===== src/rtl/debug_apb_arbiter_if.sv =====
// Requester-side handshakes and APB master bus of the debug APB arbiter.
// The master modport is the arbiter's view; the slave modport is the environment's view.
interface debug_apb_arbiter_if #(
   parameter int ADDR_W = 5
);
   logic              req0_valid;
   logic              req0_write;
   logic [ADDR_W-1:0] req0_addr;
   logic [7:0]        req0_wdata;
   logic              req0_ready;
   logic              rsp0_valid;
   logic              rsp0_err;
   logic [7:0]        rsp0_rdata;

   logic              req1_valid;
   logic              req1_write;
   logic [ADDR_W-1:0] req1_addr;
   logic [7:0]        req1_wdata;
   logic              req1_ready;
   logic              rsp1_valid;
   logic              rsp1_err;
   logic [7:0]        rsp1_rdata;

   logic              PSEL;
   logic              PENABLE;
   logic              PWRITE;
   logic [ADDR_W-1:0] PADDR;
   logic [7:0]        PWDATA;
   logic [7:0]        PRDATA;
   logic              PREADY;

   modport master (
      input  req0_valid, req0_write, req0_addr, req0_wdata,
      output req0_ready, rsp0_valid, rsp0_err, rsp0_rdata,
      input  req1_valid, req1_write, req1_addr, req1_wdata,
      output req1_ready, rsp1_valid, rsp1_err, rsp1_rdata,
      output PSEL, PENABLE, PWRITE, PADDR, PWDATA,
      input  PRDATA, PREADY
   );

   modport slave (
      output req0_valid, req0_write, req0_addr, req0_wdata,
      input  req0_ready, rsp0_valid, rsp0_err, rsp0_rdata,
      output req1_valid, req1_write, req1_addr, req1_wdata,
      input  req1_ready, rsp1_valid, rsp1_err, rsp1_rdata,
      input  PSEL, PENABLE, PWRITE, PADDR, PWDATA,
      output PRDATA, PREADY
   );
endinterface


===== src/rtl/debug_apb_arbiter.sv =====
// Round-robin two-requester APB master, one SETUP/ACCESS transfer at a time.
// Zero-wait transfer: ready 1 cycle, response 3 cycles after grant; slave stalls via PREADY, aborted after TIMEOUT.
module debug_apb_arbiter #(
   parameter int TIMEOUT = 16,
   parameter int ADDR_W  = 5
) (
   input logic                 PCLK,
   input logic                 PRESETn,
   debug_apb_arbiter_if.master bus
);
   localparam int CW = (TIMEOUT > 0) ? $clog2(TIMEOUT + 1) : 1;

   typedef enum logic [1:0] {IDLE, SETUP, ACCESS} state_t;

   state_t            state, state_nxt;
   logic              last_grant;
   logic              grant;
   logic              grant_nxt;
   logic [CW-1:0]     wait_cnt;
   logic              start;
   logic              timeout_hit;
   logic              done;
   logic              sel_write;
   logic [ADDR_W-1:0] sel_addr;
   logic [7:0]        sel_wdata;
   logic [7:0]        rdata_cap;

   always_comb begin
      state_nxt   = state;
      bus.PSEL    = 1'b0;
      bus.PENABLE = 1'b0;
      bus.req0_ready = 1'b0;
      bus.req1_ready = 1'b0;

      // With both requesting, the one not served last wins.
      if (bus.req0_valid && bus.req1_valid) begin
         grant_nxt = ~last_grant;
      end else begin
         grant_nxt = bus.req1_valid;
      end
      sel_write = grant_nxt ? bus.req1_write : bus.req0_write;
      sel_addr  = grant_nxt ? bus.req1_addr  : bus.req0_addr;
      sel_wdata = grant_nxt ? bus.req1_wdata : bus.req0_wdata;

      start       = (state == IDLE) && (bus.req0_valid || bus.req1_valid);
      timeout_hit = (TIMEOUT > 0) && !bus.PREADY && ((int'(wait_cnt) + 1) >= TIMEOUT);
      done        = bus.PREADY || timeout_hit;
      rdata_cap   = (bus.PREADY && !bus.PWRITE) ? bus.PRDATA : 8'h00;

      case (state)
         IDLE: begin
            if (start) state_nxt = SETUP;
         end
         SETUP: begin
            bus.PSEL       = 1'b1;
            bus.req0_ready = ~grant;
            bus.req1_ready = grant;
            state_nxt      = ACCESS;
         end
         ACCESS: begin
            bus.PSEL    = 1'b1;
            bus.PENABLE = 1'b1;
            if (done) state_nxt = IDLE;
         end
         default: state_nxt = IDLE;
      endcase
   end

   always_ff @(posedge PCLK or negedge PRESETn) begin
      if (!PRESETn) begin
         state          <= IDLE;
         last_grant     <= 1'b1;
         grant          <= 1'b0;
         wait_cnt       <= '0;
         bus.PWRITE     <= 1'b0;
         bus.PADDR      <= '0;
         bus.PWDATA     <= '0;
         bus.rsp0_valid <= 1'b0;
         bus.rsp0_err   <= 1'b0;
         bus.rsp0_rdata <= '0;
         bus.rsp1_valid <= 1'b0;
         bus.rsp1_err   <= 1'b0;
         bus.rsp1_rdata <= '0;
      end else begin
         state          <= state_nxt;
         bus.rsp0_valid <= 1'b0;
         bus.rsp0_err   <= 1'b0;
         bus.rsp0_rdata <= '0;
         bus.rsp1_valid <= 1'b0;
         bus.rsp1_err   <= 1'b0;
         bus.rsp1_rdata <= '0;

         if (start) begin
            grant      <= grant_nxt;
            last_grant <= grant_nxt;
            bus.PWRITE <= sel_write;
            bus.PADDR  <= sel_addr;
            bus.PWDATA <= sel_wdata;
            wait_cnt   <= '0;
         end

         if (state == ACCESS) begin
            if (done) begin
               if (grant) begin
                  bus.rsp1_valid <= 1'b1;
                  bus.rsp1_err   <= ~bus.PREADY;
                  bus.rsp1_rdata <= rdata_cap;
               end else begin
                  bus.rsp0_valid <= 1'b1;
                  bus.rsp0_err   <= ~bus.PREADY;
                  bus.rsp0_rdata <= rdata_cap;
               end
            end else if (wait_cnt != {CW{1'b1}}) begin
               wait_cnt <= wait_cnt + 1'b1;
            end
         end
      end
   end
endmodule


===== src/flat_wrapper.sv =====
// flat-port wrapper written by rule: the top's interface ports become plain ports
module debug_apb_arbiter_flat 
#(
   parameter int TIMEOUT = 16,
   parameter int ADDR_W  = 5
)
  (PCLK, PRESETn, bus_req0_valid, bus_req0_write, bus_req0_addr, bus_req0_wdata, bus_req0_ready, bus_rsp0_valid, bus_rsp0_err, bus_rsp0_rdata, bus_req1_valid, bus_req1_write, bus_req1_addr, bus_req1_wdata, bus_req1_ready, bus_rsp1_valid, bus_rsp1_err, bus_rsp1_rdata, bus_PSEL, bus_PENABLE, bus_PWRITE, bus_PADDR, bus_PWDATA, bus_PRDATA, bus_PREADY);
  debug_apb_arbiter_if #(.ADDR_W(ADDR_W)) bus_i ();
  input logic PCLK;
  input logic PRESETn;
  input wire logic [$bits(bus_i.req0_valid)-1:0] bus_req0_valid;
  input wire logic [$bits(bus_i.req0_write)-1:0] bus_req0_write;
  input wire logic [$bits(bus_i.req0_addr)-1:0] bus_req0_addr;
  input wire logic [$bits(bus_i.req0_wdata)-1:0] bus_req0_wdata;
  output wire logic [$bits(bus_i.req0_ready)-1:0] bus_req0_ready;
  output wire logic [$bits(bus_i.rsp0_valid)-1:0] bus_rsp0_valid;
  output wire logic [$bits(bus_i.rsp0_err)-1:0] bus_rsp0_err;
  output wire logic [$bits(bus_i.rsp0_rdata)-1:0] bus_rsp0_rdata;
  input wire logic [$bits(bus_i.req1_valid)-1:0] bus_req1_valid;
  input wire logic [$bits(bus_i.req1_write)-1:0] bus_req1_write;
  input wire logic [$bits(bus_i.req1_addr)-1:0] bus_req1_addr;
  input wire logic [$bits(bus_i.req1_wdata)-1:0] bus_req1_wdata;
  output wire logic [$bits(bus_i.req1_ready)-1:0] bus_req1_ready;
  output wire logic [$bits(bus_i.rsp1_valid)-1:0] bus_rsp1_valid;
  output wire logic [$bits(bus_i.rsp1_err)-1:0] bus_rsp1_err;
  output wire logic [$bits(bus_i.rsp1_rdata)-1:0] bus_rsp1_rdata;
  output wire logic [$bits(bus_i.PSEL)-1:0] bus_PSEL;
  output wire logic [$bits(bus_i.PENABLE)-1:0] bus_PENABLE;
  output wire logic [$bits(bus_i.PWRITE)-1:0] bus_PWRITE;
  output wire logic [$bits(bus_i.PADDR)-1:0] bus_PADDR;
  output wire logic [$bits(bus_i.PWDATA)-1:0] bus_PWDATA;
  input wire logic [$bits(bus_i.PRDATA)-1:0] bus_PRDATA;
  input wire logic [$bits(bus_i.PREADY)-1:0] bus_PREADY;
  assign bus_i.req0_valid = bus_req0_valid;
  assign bus_i.req0_write = bus_req0_write;
  assign bus_i.req0_addr = bus_req0_addr;
  assign bus_i.req0_wdata = bus_req0_wdata;
  assign bus_req0_ready = bus_i.req0_ready;
  assign bus_rsp0_valid = bus_i.rsp0_valid;
  assign bus_rsp0_err = bus_i.rsp0_err;
  assign bus_rsp0_rdata = bus_i.rsp0_rdata;
  assign bus_i.req1_valid = bus_req1_valid;
  assign bus_i.req1_write = bus_req1_write;
  assign bus_i.req1_addr = bus_req1_addr;
  assign bus_i.req1_wdata = bus_req1_wdata;
  assign bus_req1_ready = bus_i.req1_ready;
  assign bus_rsp1_valid = bus_i.rsp1_valid;
  assign bus_rsp1_err = bus_i.rsp1_err;
  assign bus_rsp1_rdata = bus_i.rsp1_rdata;
  assign bus_PSEL = bus_i.PSEL;
  assign bus_PENABLE = bus_i.PENABLE;
  assign bus_PWRITE = bus_i.PWRITE;
  assign bus_PADDR = bus_i.PADDR;
  assign bus_PWDATA = bus_i.PWDATA;
  assign bus_i.PRDATA = bus_PRDATA;
  assign bus_i.PREADY = bus_PREADY;
  debug_apb_arbiter #(.TIMEOUT(TIMEOUT), .ADDR_W(ADDR_W)) u_core (.PCLK(PCLK), .PRESETn(PRESETn), .bus(bus_i));
endmodule

===== config.mk =====
export PLATFORM = sky130hd
export DESIGN_NAME = debug_apb_arbiter_flat
export DESIGN_NICKNAME = d
export VERILOG_FILES = /design/src/rtl/debug_apb_arbiter_if.sv /design/src/rtl/debug_apb_arbiter.sv /design/src/flat_wrapper.sv
export SDC_FILE = /design/constraint.sdc
export NUM_CORES = 1
export LEC_CHECK = 0
export BUFFER_PORTS_ARGS = -buffer_cell sky130_fd_sc_hd__buf_2
export CORE_MARGIN = 4
export CORE_UTILIZATION = 48
export CTS_CLUSTER_SIZE = 40
export DETAILED_ROUTE_END_ITERATION = 8
export PLACE_DENSITY = 0.8
export RECOVER_POWER = 50
export SETUP_SLACK_MARGIN = 0.4
export SLEW_MARGIN = 20
export SYNTH_ARGS = -nofsm -noshare
export SYNTH_HDL_FRONTEND = slang
export SYNTH_SLANG_ARGS = --single-unit

===== constraint.sdc =====
create_clock -name PCLK -period 5.6 [get_ports PCLK]
set_clock_uncertainty 0.05 [all_clocks]
set_input_delay 0.84 -clock PCLK [delete_from_list [all_inputs] [get_ports PCLK]]
set_output_delay 0.84 -clock PCLK [all_outputs]
set_load 0.01 [all_outputs]

* After elaboration in Yosys (flattened, before gate mapping) *
Index checks and enable logic that the tools add are counted.

cells by class
  add/subtract/negate cells = 2
  $lt $le $gt $ge = 1
  equality and inequality tests = 5
  multiplexer cells = 34
  bitwise operators = 3
  reduce and logical (&&, ||, !) cells = 11

operator list
  operator               count
  $mux W8                8
  $ge A32 B6 Y1 const B  1
  $mux W5                5
  $mux W1                18
  $add A5 B1 Y6 const B  1
  $pmux W2 S3            1
  $add A5 B1 Y5 const B  1
  $ne A5 B5 Y1 const B   1
  $logic_and A1 B1 Y1    4
  $mux W2                2
  $ne A2 B1 Y1 const B   2
  $not A1 Y1             3
  $eq A2 B1 Y1 const B   1
  $eq A2 B2 Y1 const B   1
  $logic_not A1 Y1       2
  $logic_not A2 Y1       1
  $logic_or A1 B1 Y1     2
  $reduce_and A2 Y1      1
  $reduce_or A2 Y1       1

storage, ports and cells
  register bits after elaboration = 43
  output and inout port bits = 38

* Depth between registers and ports, before layout *
Gate-level depths: netlist (run 1).

  depth in word-level cells = 6
  depth in mapped cells = 7

* Worst setup path before layout (run 1) *
OpenSTA, ideal clock, no wires.

  path type = register -> register
  from = register u_core.wait_cnt[0]
  to = register u_core.wait_cnt[2]
  data arrival time = 1.871 ns
  required time = 5.449 ns
  setup slack = 3.578 ns
  cell stages (with the launch flop) = 8
  buffers on the path = 1
  period minus slack after synthesis = 2.022 ns
  path through = dfrtp_1 ha_1 and3_1 ha_1 a2111o_1 buf_2 nand3b_4 o311ai_2

on the way
  longest elaborated chain between the ends = 6

RTL lines
  what                      RTL line                  text
  start: declaration        debug_apb_arbiter.sv:19   logic [CW-1:0] wait_cnt;
  start signal: assignment  debug_apb_arbiter.sv:114  wait_cnt <= wait_cnt + 1'b1;
  $add A5 B1 Y6             debug_apb_arbiter.sv:46   timeout_hit = (TIMEOUT > 0) && !bus.PREADY && ((int'(wait_cnt) + 1) >= TIMEOUT);
  $ge A32 B6 Y1             debug_apb_arbiter.sv:46
  $logic_and A1 B1 Y1       debug_apb_arbiter.sv:46
  $logic_or A1 B1 Y1        debug_apb_arbiter.sv:47   done = bus.PREADY || timeout_hit;
  $mux W5 (*)               debug_apb_arbiter.sv:103  if (done) begin
  $mux W5 (*)               debug_apb_arbiter.sv:102  if (state == ACCESS) begin

Mark *: on every way between the ends. The rest lies on a longest branch, timed or not.
A chain may end at the register's enable or synchronous reset.

==> flow_metrics.tcl, run 1 <==
set metrics [dict create \
    cts.htree.levels 2 \
    fmax_mhz 407 \
    synth_seq_area_share_pct 58.3 \
    critPathKind "input port to async pin" \
    synth-seq-cells 43 \
    wl_per_cell_um 13.1 \
    slowest_delay_ns 1.51 \
    r2r-end "u_core.wait_cnt[3]$_DFF_PN0_" \
    synthesis.area_um2 1850 \
    utilization_pct 63.6 \
    start_kind "input port" \
    p_per_area_nw_per_um2 409 \
    routed_via_density 4.88 \
    final.setup.worst_slack_ns 3.14 \
    path_cells "clkbuf_1" \
    route.detailed.drc 0 \
    cp.depth 1 \
    multi_input_area_um2 738 \
    io_pins 79 \
    ant_nets 0 \
    tns_ns 0 \
    grt_antenna_before_repair 0 \
    hpwl_um 2830 \
    die_y_um 70.0 \
    crit_fanout 43 \
    clock_latency_ns 0.29 \
    cts.clk_slew.worst_paths_ns 0.08 \
    critPathArrivalTime_ns 2.37 \
    drtPass1Iterations 4 \
    slew_violations 44 \
    tightest_slew_ns 2.16 \
    ff2ff_path_depth 6 \
    finalSetupViolCount 0 \
    syn_inst 156 \
    grt_start_max_net_pins 44 \
    postCtsSetupBuffers 0 \
    core-area_um2 3690 \
    cts_tree "done" \
    violations "capacitance limit, slew limit" \
    regArea_um2 1080 \
    ir_drop_v 0.000231 \
    avgSynthCellArea_um2 11.8 \
    finalNonFillerCells 285 \
    fp-row-count 22 \
    hp-class "flop to flop" \
    status "finished, violations left" \
    io_buffers 78 \
    fillers 323 \
    reg2reg_slack_ns 3.27 \
    crit_start "PRESETn" \
    worst_path_max_delay_cell "clkbuf_1" \
    crit_buf_inv 1 \
    initial_utilization_pct 50.1 \
    finalHoldViolCount 0 \
    grt_setup_unrepaired "no" \
    die_width_um 70.0 \
    synth.net_count 204 \
    min_period_ns 2.46 \
    crit_path_end "u_core.bus.PWDATA[6]$_DFFE_PN0P_" \
    period_share_pct 43.9 \
    gp_congestion 0.778 \
    antennaDiodeCount 0 \
    cts_max_path_buffers 2 \
    max-cap-violations 1 \
    cp_data_required_time_ns 5.52 \
    drt_iter0_markers 31 \
    cts_resized 0 \
    min_path_cells 2 \
    dp_slack_ns 3.15 \
    drive_gt1_share_pct 32.1 \
    grt_usage_pct 15.9 \
    end_kind "async pin" \
    ys_types 32 \
    placed_cells 277 \
    num_vias 1392 \
    relSlewSlack_pct -44.0 \
    grt_pass1_wl_um 6270 \
    ys_warn_count 0 \
    cts_buffers 5 \
    die_area_um2 4900 \
    nets 284 \
    overflow 0 \
    cp_top_family "buffers and inverters" \
    holdWs_ns 0.430 \
    clock-sinks 43 \
    grt_pass1_vias 1428 \
    drt-total-wl_um 3740 \
    ctsHoldBuffers 0 \
    cts_root_buf "clkbuf_8" \
    p_leak_uw 0.00122 \
    reg2reg_from "u_core.wait_cnt[0]$_DFF_PN0_" \
    hp-start "u_core.bus.PWDATA[2]$_DFFE_PN0P_" \
    syn_to_final_growth_pct 27.0 \
]
==> power by group <==
group / switching [uW] / internal (uW) / total [uW]
sequential: 51.8 / 391 / 443
clock: 98.3 / 87.0 / 185
combinational: 192 / 138 / 330
==> synth_stat cells, drive strengths merged <==
| master | n | area [um2] |
|---|---|---|
| nand3 | 5 | 25.0 |
| mux2 | 2 | 22.5 |
| nand3b | 1 | 20.0 |
| o211ai | 1 | 12.5 |
| and4 | 1 | 11.3 |
| a2bb2oi | 1 | 8.76 |
| nor2 | 3 | 11.3 |
| inv | 5 | 18.8 |
| a21oi | 2 | 10.0 |
| a22o | 1 | 8.76 |
| nand2b | 1 | 13.8 |
| mux2i | 14 | 140 |
| clkbuf | 3 | 11.3 |
| nand2 | 16 | 60.1 |
| o311ai | 1 | 16.3 |
| dfstp | 1 | 26.3 |
| ha | 7 | 87.6 |
| a21o | 1 | 8.76 |
| a21boi | 1 | 11.3 |
| nor2b | 1 | 6.26 |
| dfrtp | 42 | 1050 |
| o21ai | 18 | 90.1 |
| buf | 2 | 12.5 |
| and3 | 2 | 12.5 |
| or3 | 1 | 6.26 |
| a2111o | 1 | 11.3 |
| and2 | 17 | 106 |
| a31oi | 1 | 6.26 |
| nor3 | 4 | 20.0 |
==> per-stage QoR <==
stage / cell area (um2) / power, uW
detailed placement: 2280 / 785
finish: 2350 / 958
global route: 2350 / 1030
CTS: 2360 / 973
global placement: 2280 / 772
floorplan: 1850 / 652
==> worst min path at each step <==
| stage | end | slack, ns |
|---|---|---|
| after global placement | u_core.bus.PWDATA[0]$_DFFE_PN0P_ | 0.42 |
| after global routing | u_core.bus.PWDATA[2]$_DFFE_PN0P_ | 0.45 |
| after detailed placement | u_core.bus.PWDATA[2]$_DFFE_PN0P_ | 0.42 |
| final | u_core.bus.PWDATA[2]$_DFFE_PN0P_ | 0.43 |
| after CTS | u_core.bus.PWDATA[2]$_DFFE_PN0P_ | 0.44 |
| after floorplan | u_core.state[1]$_DFFE_PN0P_ | 0.43 |
==> logic make-up after synthesis <==
logic type | share of synthesized area, %
compound gates | 9.96
fa+ha+maj | 4.74
buf+inv | 2.30
flops | 58.3
mux | 8.81
simple gates | 15.9
==> registers in the layout, summed over array words and instances (netlist names), 2 cells and up <==
register,count
u_core.wait_cnt,5
u_core.bus.PWDATA,8
u_core.state,2
u_core.bus.rsp1_rdata,8
u_core.bus.rsp0_rdata,8
u_core.bus.PADDR,5
==> area by class of cell <==
cell class	count	share of cell area, %
Timing Repair Buffer	78	15.6
Tap cell	48	2.56
Clock buffer	6	3.09
Clock inverter	2	0.533
Sequential cell	43	45.9
Inverter	5	0.800
Multi-Input combinational cell	103	31.5
==> cells in the final DEF, fill, tap and decap left out <==
cell type	Yosys	final
clkinv_2	0	1
clkinvlp_4	0	1
nor2b_1	1	1
o21ai_4	0	1
nand2b_4	1	1
clkbuf_8	0	5
nand3_1	5	5
mux2_2	1	1
ha_1	7	7
a21boi_2	1	1
o311ai_2	1	1
nor3_1	4	4
a21o_2	1	1
nor2_1	3	3
and3_1	2	2
buf_2	1	59
a21oi_1	2	2
nand2_1	16	16
o21ai_1	9	8
and2_1	17	17
o21ai_0	9	9
a22o_1	1	1
or3_1	1	1
clkbuf_1	3	20
o211ai_2	1	1
nand3b_4	1	1
a31oi_1	1	1
a2111o_1	1	1
and4_4	1	1
mux2_1	1	1
dfstp_2	1	1
inv_1	5	5
a2bb2oi_1	1	1
dfrtp_1	42	42
mux2i_1	14	14
==> layer usage <==
| layer | vias up | GRT usage [%] | wire length [um] |
|---|---|---|---|
| met5 | - | 0 | 0 |
| met2 | 59 | 27.7 | 1770 |
| met1 | 632 | 18.1 | 1600 |
| li1 | 696 | - | - |
| met3 | 5 | 5.47 | 318 |
| met4 | 0 | 5.53 | 51 |
(Power assumes the default switching activity.)
==> run 2: changes to the inputs <==
Settings changed: CORE_UTILIZATION 48 to 42, PLACE_DENSITY 0.8 to 0.75.
Clock period 5.6 ns to 2.1 ns, I/O delays scaled along.
==> run 2 against run 1 <==
Effect of this change: the run now ends clean; non-clock buffer count rose by 13; final area rose by 10%; critical path depth rose by 5; sequential power rose to 2.7 times the previous value; routed wire length rose by 16%; sequential cell count did not move; worst setup slack got worse by 3.0 ns; hold slack got worse by 0.23 ns; register-to-register slack got worse by 3.1 ns; clock-buffer cell count did not move.
==> flow_metrics.tcl, run 2 (synthesized netlist as in run 1, its figures left out) <==
set metrics [dict create \
    status "completed" \
    die_y_um 74.3 \
    critPathArrivalTime_ns 2.08 \
    drtPass1Iterations 4 \
    syn_to_final_growth_pct 40.1 \
    power_uw 2900 \
    die_area_um2 5520 \
    fmax_mhz 524 \
    initial_utilization_pct 44.9 \
    wl_per_cell_um 14.4 \
    finalSetupViolCount 0 \
    final_cell_mix "buf_2 (59), dfrtp_1 (41), clkbuf_1 (19), and2_1 (17), nand2_1 (16)" \
    grt_usage_pct 15.9 \
    min_path_cells 2 \
    hpwl_um 3020 \
    start_kind "flop" \
    hp-start "bus_PRDATA[0]" \
    r2r-end "u_core.wait_cnt[3]$_DFF_PN0_" \
    relSlewSlack_pct 30.8 \
    internal_power_uw 1900 \
    ff2ff_path_depth 6 \
    tns_ns 0 \
    nets 297 \
    min_period_ns 1.91 \
    reg2reg_slack_ns 0.19 \
    finalHoldViolCount 0 \
    fp-row-count 23 \
    fillers 356 \
    io_pins 79 \
    multi_input_area_um2 837 \
    reg.largest.list "u_core.bus.PWDATA x8, u_core.bus.rsp0_rdata x8, u_core.bus.rsp1_rdata x8" \
    period_share_pct 90.9 \
    tightest_slew_ns 1.04 \
    cts_tree "done" \
    antennaDiodeCount 0 \
    holdWs_ns 0.195 \
    grt_pass1_vias 1522 \
    grt_start_max_net_pins 44 \
    end_kind "flop" \
    max-cap-violations 0 \
    routed_via_density 4.92 \
    overflow 0 \
    ctsHoldBuffers 0 \
    crit_fanout 4 \
    drt_iter0_markers 46 \
    grt_antenna_before_repair 0 \
    clock-sinks 43 \
    ant_nets 0 \
    p_leak_uw 0.00131 \
    cts_root_buf "clkbuf_8" \
    hp-class "input port to flop" \
    cp_data_required_time_ns 2.27 \
    cts_buffers 5 \
    combPwrFrac_pct 36.6 \
    grt_pass1_wl_um 6690 \
    layout_commonest_cell "buf_2" \
    route.detailed.drc 0 \
    reg2reg_from "u_core.wait_cnt[1]$_DFF_PN0_" \
    design_area_um2 2590 \
    power.switching_uw 1000 \
    cts.clk_slew.worst_paths_ns 0.08 \
    swShare_pct 34.5 \
    io_buffers 78 \
    ir_drop_v 0.000484 \
    cts.htree.levels 2 \
    drt-total-wl_um 4330 \
    grt_setup_unrepaired "yes" \
    die_width_um 74.3 \
    core-area_um2 4120 \
    min_to "u_core.bus.rsp1_rdata[0]$_DFF_PN0_" \
    clock_latency_ns 0.29 \
    gp_congestion 0.725 \
    sequentialPowerShare_pct 40.6 \
    cts_max_path_buffers 2 \
    drive_gt1_share_pct 42.0 \
    num_vias 1477 \
    critPathKind "flop to flop" \
    slew_violations 0 \
    p_clk_share_pct 22.8 \
    p_per_area_nw_per_um2 1120 \
    regArea_um2 1080 \
    placed_cell_area_um2 2380 \
]
==> run 2: changes by cell type in the layout (fill, tap and decap cells not counted), sizes merged <==
cell,previous run,this run
clkinvlp,1,0
buf,59,71
clkbuf,25,26
bufinv,0,1
==> run 2: how the worst max path moves through the flow <==
stage	from	to	slack (ns)	depth (start not counted)
2_1_floorplan	u_core.wait_cnt[0]$_DFF_PN0_	u_core.wait_cnt[3]$_DFF_PN0_	0.29	6
3_3_place_gp	u_core.wait_cnt[1]$_DFF_PN0_	u_core.wait_cnt[3]$_DFF_PN0_	0.18	7
3_5_place_dp	u_core.wait_cnt[1]$_DFF_PN0_	u_core.wait_cnt[3]$_DFF_PN0_	0.12	7
4_1_cts	u_core.wait_cnt[1]$_DFF_PN0_	u_core.wait_cnt[3]$_DFF_PN0_	0.17	6
5_1_grt	u_core.wait_cnt[1]$_DFF_PN0_	u_core.wait_cnt[3]$_DFF_PN0_	0.16	6
6_report	u_core.wait_cnt[1]$_DFF_PN0_	u_core.wait_cnt[3]$_DFF_PN0_	0.19	6
==> run 2: power groups by stage <==
stage	clock [uW]	sequential [uW]	combinational (uW)
after global placement	0	1180	957
after global routing	699	1210	1180
after detailed placement	0	1190	973
after floorplan	0	1260	509
after CTS	667	1170	1040
final	659	1180	1060
==> run 2: repair_timing <==
action                     4_1_cts  5_1_grt
pin swaps                        6        2
buffers inserted                 5        1
setup endpoints to repair        9       10
resized for setup                7       10
==> run 2: stage by stage <==
step | worst slack [ns] | cells | utilization (%)
3_5_place_dp | 0.123 | 286 | 57.8
5_1_grt | 0.160 | 300 | 62.9
2_1_floorplan | 0.295 | 156 | -
4_1_cts | 0.168 | 299 | 62.3
6_report | 0.190 | 300 | 62.9
3_3_place_gp | 0.185 | 286 | 57.8
==> run 2: cell type report <==
cell class / count / area share, %
inverters: 5 / 0.725
well taps: 50 / 2.42
clock buffers: 6 / 3.19
flip-flops and latches: 43 / 41.7
repair buffers: 91 / 18.3
multi-input cells: 103 / 32.4
clock inverters: 2 / 1.35
==> run 2: worst max-delay path, stage by stage, from the launching register on <==
cell and delay (ns):
dfrtp_2 0.44, ha_4 0.17, and3_4 0.15, ha_4 0.21
a2111o_1 0.39, or3_4 0.37, o211ai_2 0.06
==> run 2: per-layer routing <==
layer / track usage, % / wire, um / share of wire (%) / vias up
li1: - / - / - / 717
met4: 4.94 / 61 / 1.4 / 0
met2: 29.5 / 2160 / 50 / 50
met3: 5.00 / 349 / 8.1 / 8
met1: 17.3 / 1760 / 41 / 702
met5: 0 / 0 / 0 / -
==> run 3: changes to the inputs <==
Settings changed: REMOVE_ABC_BUFFERS from default to 1.
==> run 3 against run 2 <==
Effect of this change: clock power decreased by 24%; sequential share of layout area increased by 1.5 points; register-to-register slack improved by 0.09 ns; sequential cell count unchanged; first-iteration DRC count increased by 2.2%; sequential power about the same; highest routed layer unchanged.
==> flow_metrics.tcl, run 3 (synthesized netlist as in run 1, its figures left out) <==
set metrics [dict create \
    status "completed" \
    finalSetupViolCount 0 \
    tightest_slew_ns 1.02 \
    clock-sinks 43 \
    min_period_ns 1.82 \
    ir_drop_v 0.000504 \
    cts_buffers 5 \
    layout_commonest_cell "buf_2" \
    route.detailed.drc 0 \
    p_leak_uw 0.00127 \
    drt_iter0_markers 47 \
    max-cap-violations 0 \
    ctsHoldBuffers 0 \
    antennaDiodeCount 0 \
    critPathArrivalTime_ns 1.99 \
    crit_buf_inv 0 \
    multi_input_area_um2 808 \
    cts.htree.levels 2 \
    holdWs_ns 0.186 \
    routed_via_density 4.80 \
    period_share_pct 86.8 \
    cp.depth 6 \
    io_pins 79 \
    p_per_area_nw_per_um2 1070 \
    placed_cells 287 \
    cp_data_required_time_ns 2.27 \
    nets 294 \
    fp-row-count 23 \
    slew_violations 0 \
    hp-class "input port to flop" \
    reg.largest.list "u_core.bus.PWDATA x8, u_core.bus.rsp0_rdata x8, u_core.bus.rsp1_rdata x8" \
    cts_root_buf "clkbuf_8" \
    slowest_delay_ns 0.39 \
    critPathKind "flop to flop" \
    overflow 0 \
    die_width_um 74.3 \
    hpwl_um 2800 \
    drtPass1Iterations 2 \
    syn_to_final_growth_pct 35.0 \
    fmax_mhz 549 \
    relSlewSlack_pct 32.1 \
    min_to "u_core.bus.rsp1_rdata[7]$_DFF_PN0_" \
    initial_utilization_pct 44.9 \
    wl_per_cell_um 12.9 \
    final_cell_mix "buf_2 (60), dfrtp_1 (42), clkbuf_1 (20), and2_1 (17), nand2_1 (16)" \
    finalNonFillerCells 297 \
    path_cells "ha_2 > and3_4 > ha_4 > a2111o_1 > or3_1 > o211ai_2" \
    min_path_cells 2 \
    crit_fanout 3 \
    drive_gt1_share_pct 38.1 \
    drt-total-wl_um 3830 \
    grt_usage_pct 15.2 \
    grt_antenna_before_repair 0 \
    die_area_um2 5520 \
    end_kind "flop" \
    grt_setup_unrepaired "yes" \
    regArea_um2 1080 \
    finalHoldViolCount 0 \
    ant_nets 0 \
    cts_max_path_buffers 2 \
    clock_latency_ns 0.29 \
    r2r-end "u_core.wait_cnt[3]$_DFF_PN0_" \
    grt_start_max_net_pins 44 \
    gp_congestion 0.750 \
    ff2ff_path_depth 6 \
    grt_pass1_wl_um 6420 \
    reg2reg_from "u_core.wait_cnt[1]$_DFF_PN0_" \
    cts_tree "done" \
    num_vias 1426 \
    grt_pass1_vias 1452 \
    fillers 352 \
    power_uw 2670 \
    io_buffers 78 \
    cts.clk_slew.worst_paths_ns 0.08 \
    cp_top_family "simple AND/OR/NAND/NOR gates" \
    start_kind "flop" \
    hp-start "bus_PRDATA[7]" \
    utilization_pct 60.6 \
    reg2reg_slack_ns 0.28 \
    worst_path_max_delay_cell "dfrtp_1" \
    core-area_um2 4120 \
    die_y_um 74.3 \
]
## run 3: cell count changes in the layout (fill, tap and decap cells not counted), moves of 2 or more
| cell | change |
|---|---|
| buf_4 | -2 |
| nand3_1 | +3 |
| nand3_2 | -3 |
| buf_6 | -2 |
## run 3: cell type report
cell class / instances / share of cell area (%)
repair buffers: 88 / 17.7
well taps: 50 / 2.51
inverters: 5 / 0.753
multi-input cells: 103 / 32.4
clock inverters: 2 / 0.502
flip-flops and latches: 43 / 43.2
clock buffers: 6 / 2.91
## run 3: timing repair
action | CTS | global route
pin swaps | 3 | 1
setup buffers | 1 | 0
endpoints found under the hold margin | 0 | 0
endpoints found under the setup margin | 9 | 9
resized for setup | 10 | 4
gates cloned | 1 | 0
## run 3: worst reg2reg max path, cell delays in order (launching register included)
cell and delay, ns:
dfrtp_1 0.39, ha_2 0.19, and3_4 0.18, ha_4 0.21
a2111o_1 0.33, or3_1 0.33, o211ai_2 0.06
## run 3: power by group
part           switching, uW  internal (uW)
registers                130           1040
clock network            267            232
logic                    552            450
## run 3: per-layer routing
metal / wire (um) / up-vias / part of all wire, % / track usage (%)
met1: 1620 / 646 / 42 / 18.5
met5: 0 / - / 0 / 0
met3: 425 / 5 / 11 / 5.41
li1: - / 716 / - / -
met2: 1750 / 59 / 46 / 25.8
met4: 45 / 0 / 1.2 / 4.15
## run 3: worst max-delay path by stage
stage	start	to	slack, ns
4_1_cts	u_core.wait_cnt[1]$_DFF_PN0_	u_core.wait_cnt[3]$_DFF_PN0_	0.28
3_5_place_dp	u_core.wait_cnt[1]$_DFF_PN0_	u_core.wait_cnt[3]$_DFF_PN0_	0.09
3_3_place_gp	u_core.wait_cnt[1]$_DFF_PN0_	u_core.wait_cnt[3]$_DFF_PN0_	0.13
6_report	u_core.wait_cnt[1]$_DFF_PN0_	u_core.wait_cnt[3]$_DFF_PN0_	0.28
2_1_floorplan	u_core.wait_cnt[0]$_DFF_PN0_	u_core.wait_cnt[3]$_DFF_PN0_	-0.09
5_1_grt	u_core.wait_cnt[1]$_DFF_PN0_	u_core.wait_cnt[3]$_DFF_PN0_	0.20
## run 3: per-stage QoR
stage | TNS (ns) | worst slack (ns) | area, um2
2_1_floorplan | -0.0906 | -0.0906 | 1820
3_3_place_gp | 0 | 0.129 | 2340
3_5_place_dp | 0 | 0.0925 | 2340
4_1_cts | 0 | 0.285 | 2490
5_1_grt | 0 | 0.198 | 2490
6_report | 0 | 0.278 | 2490
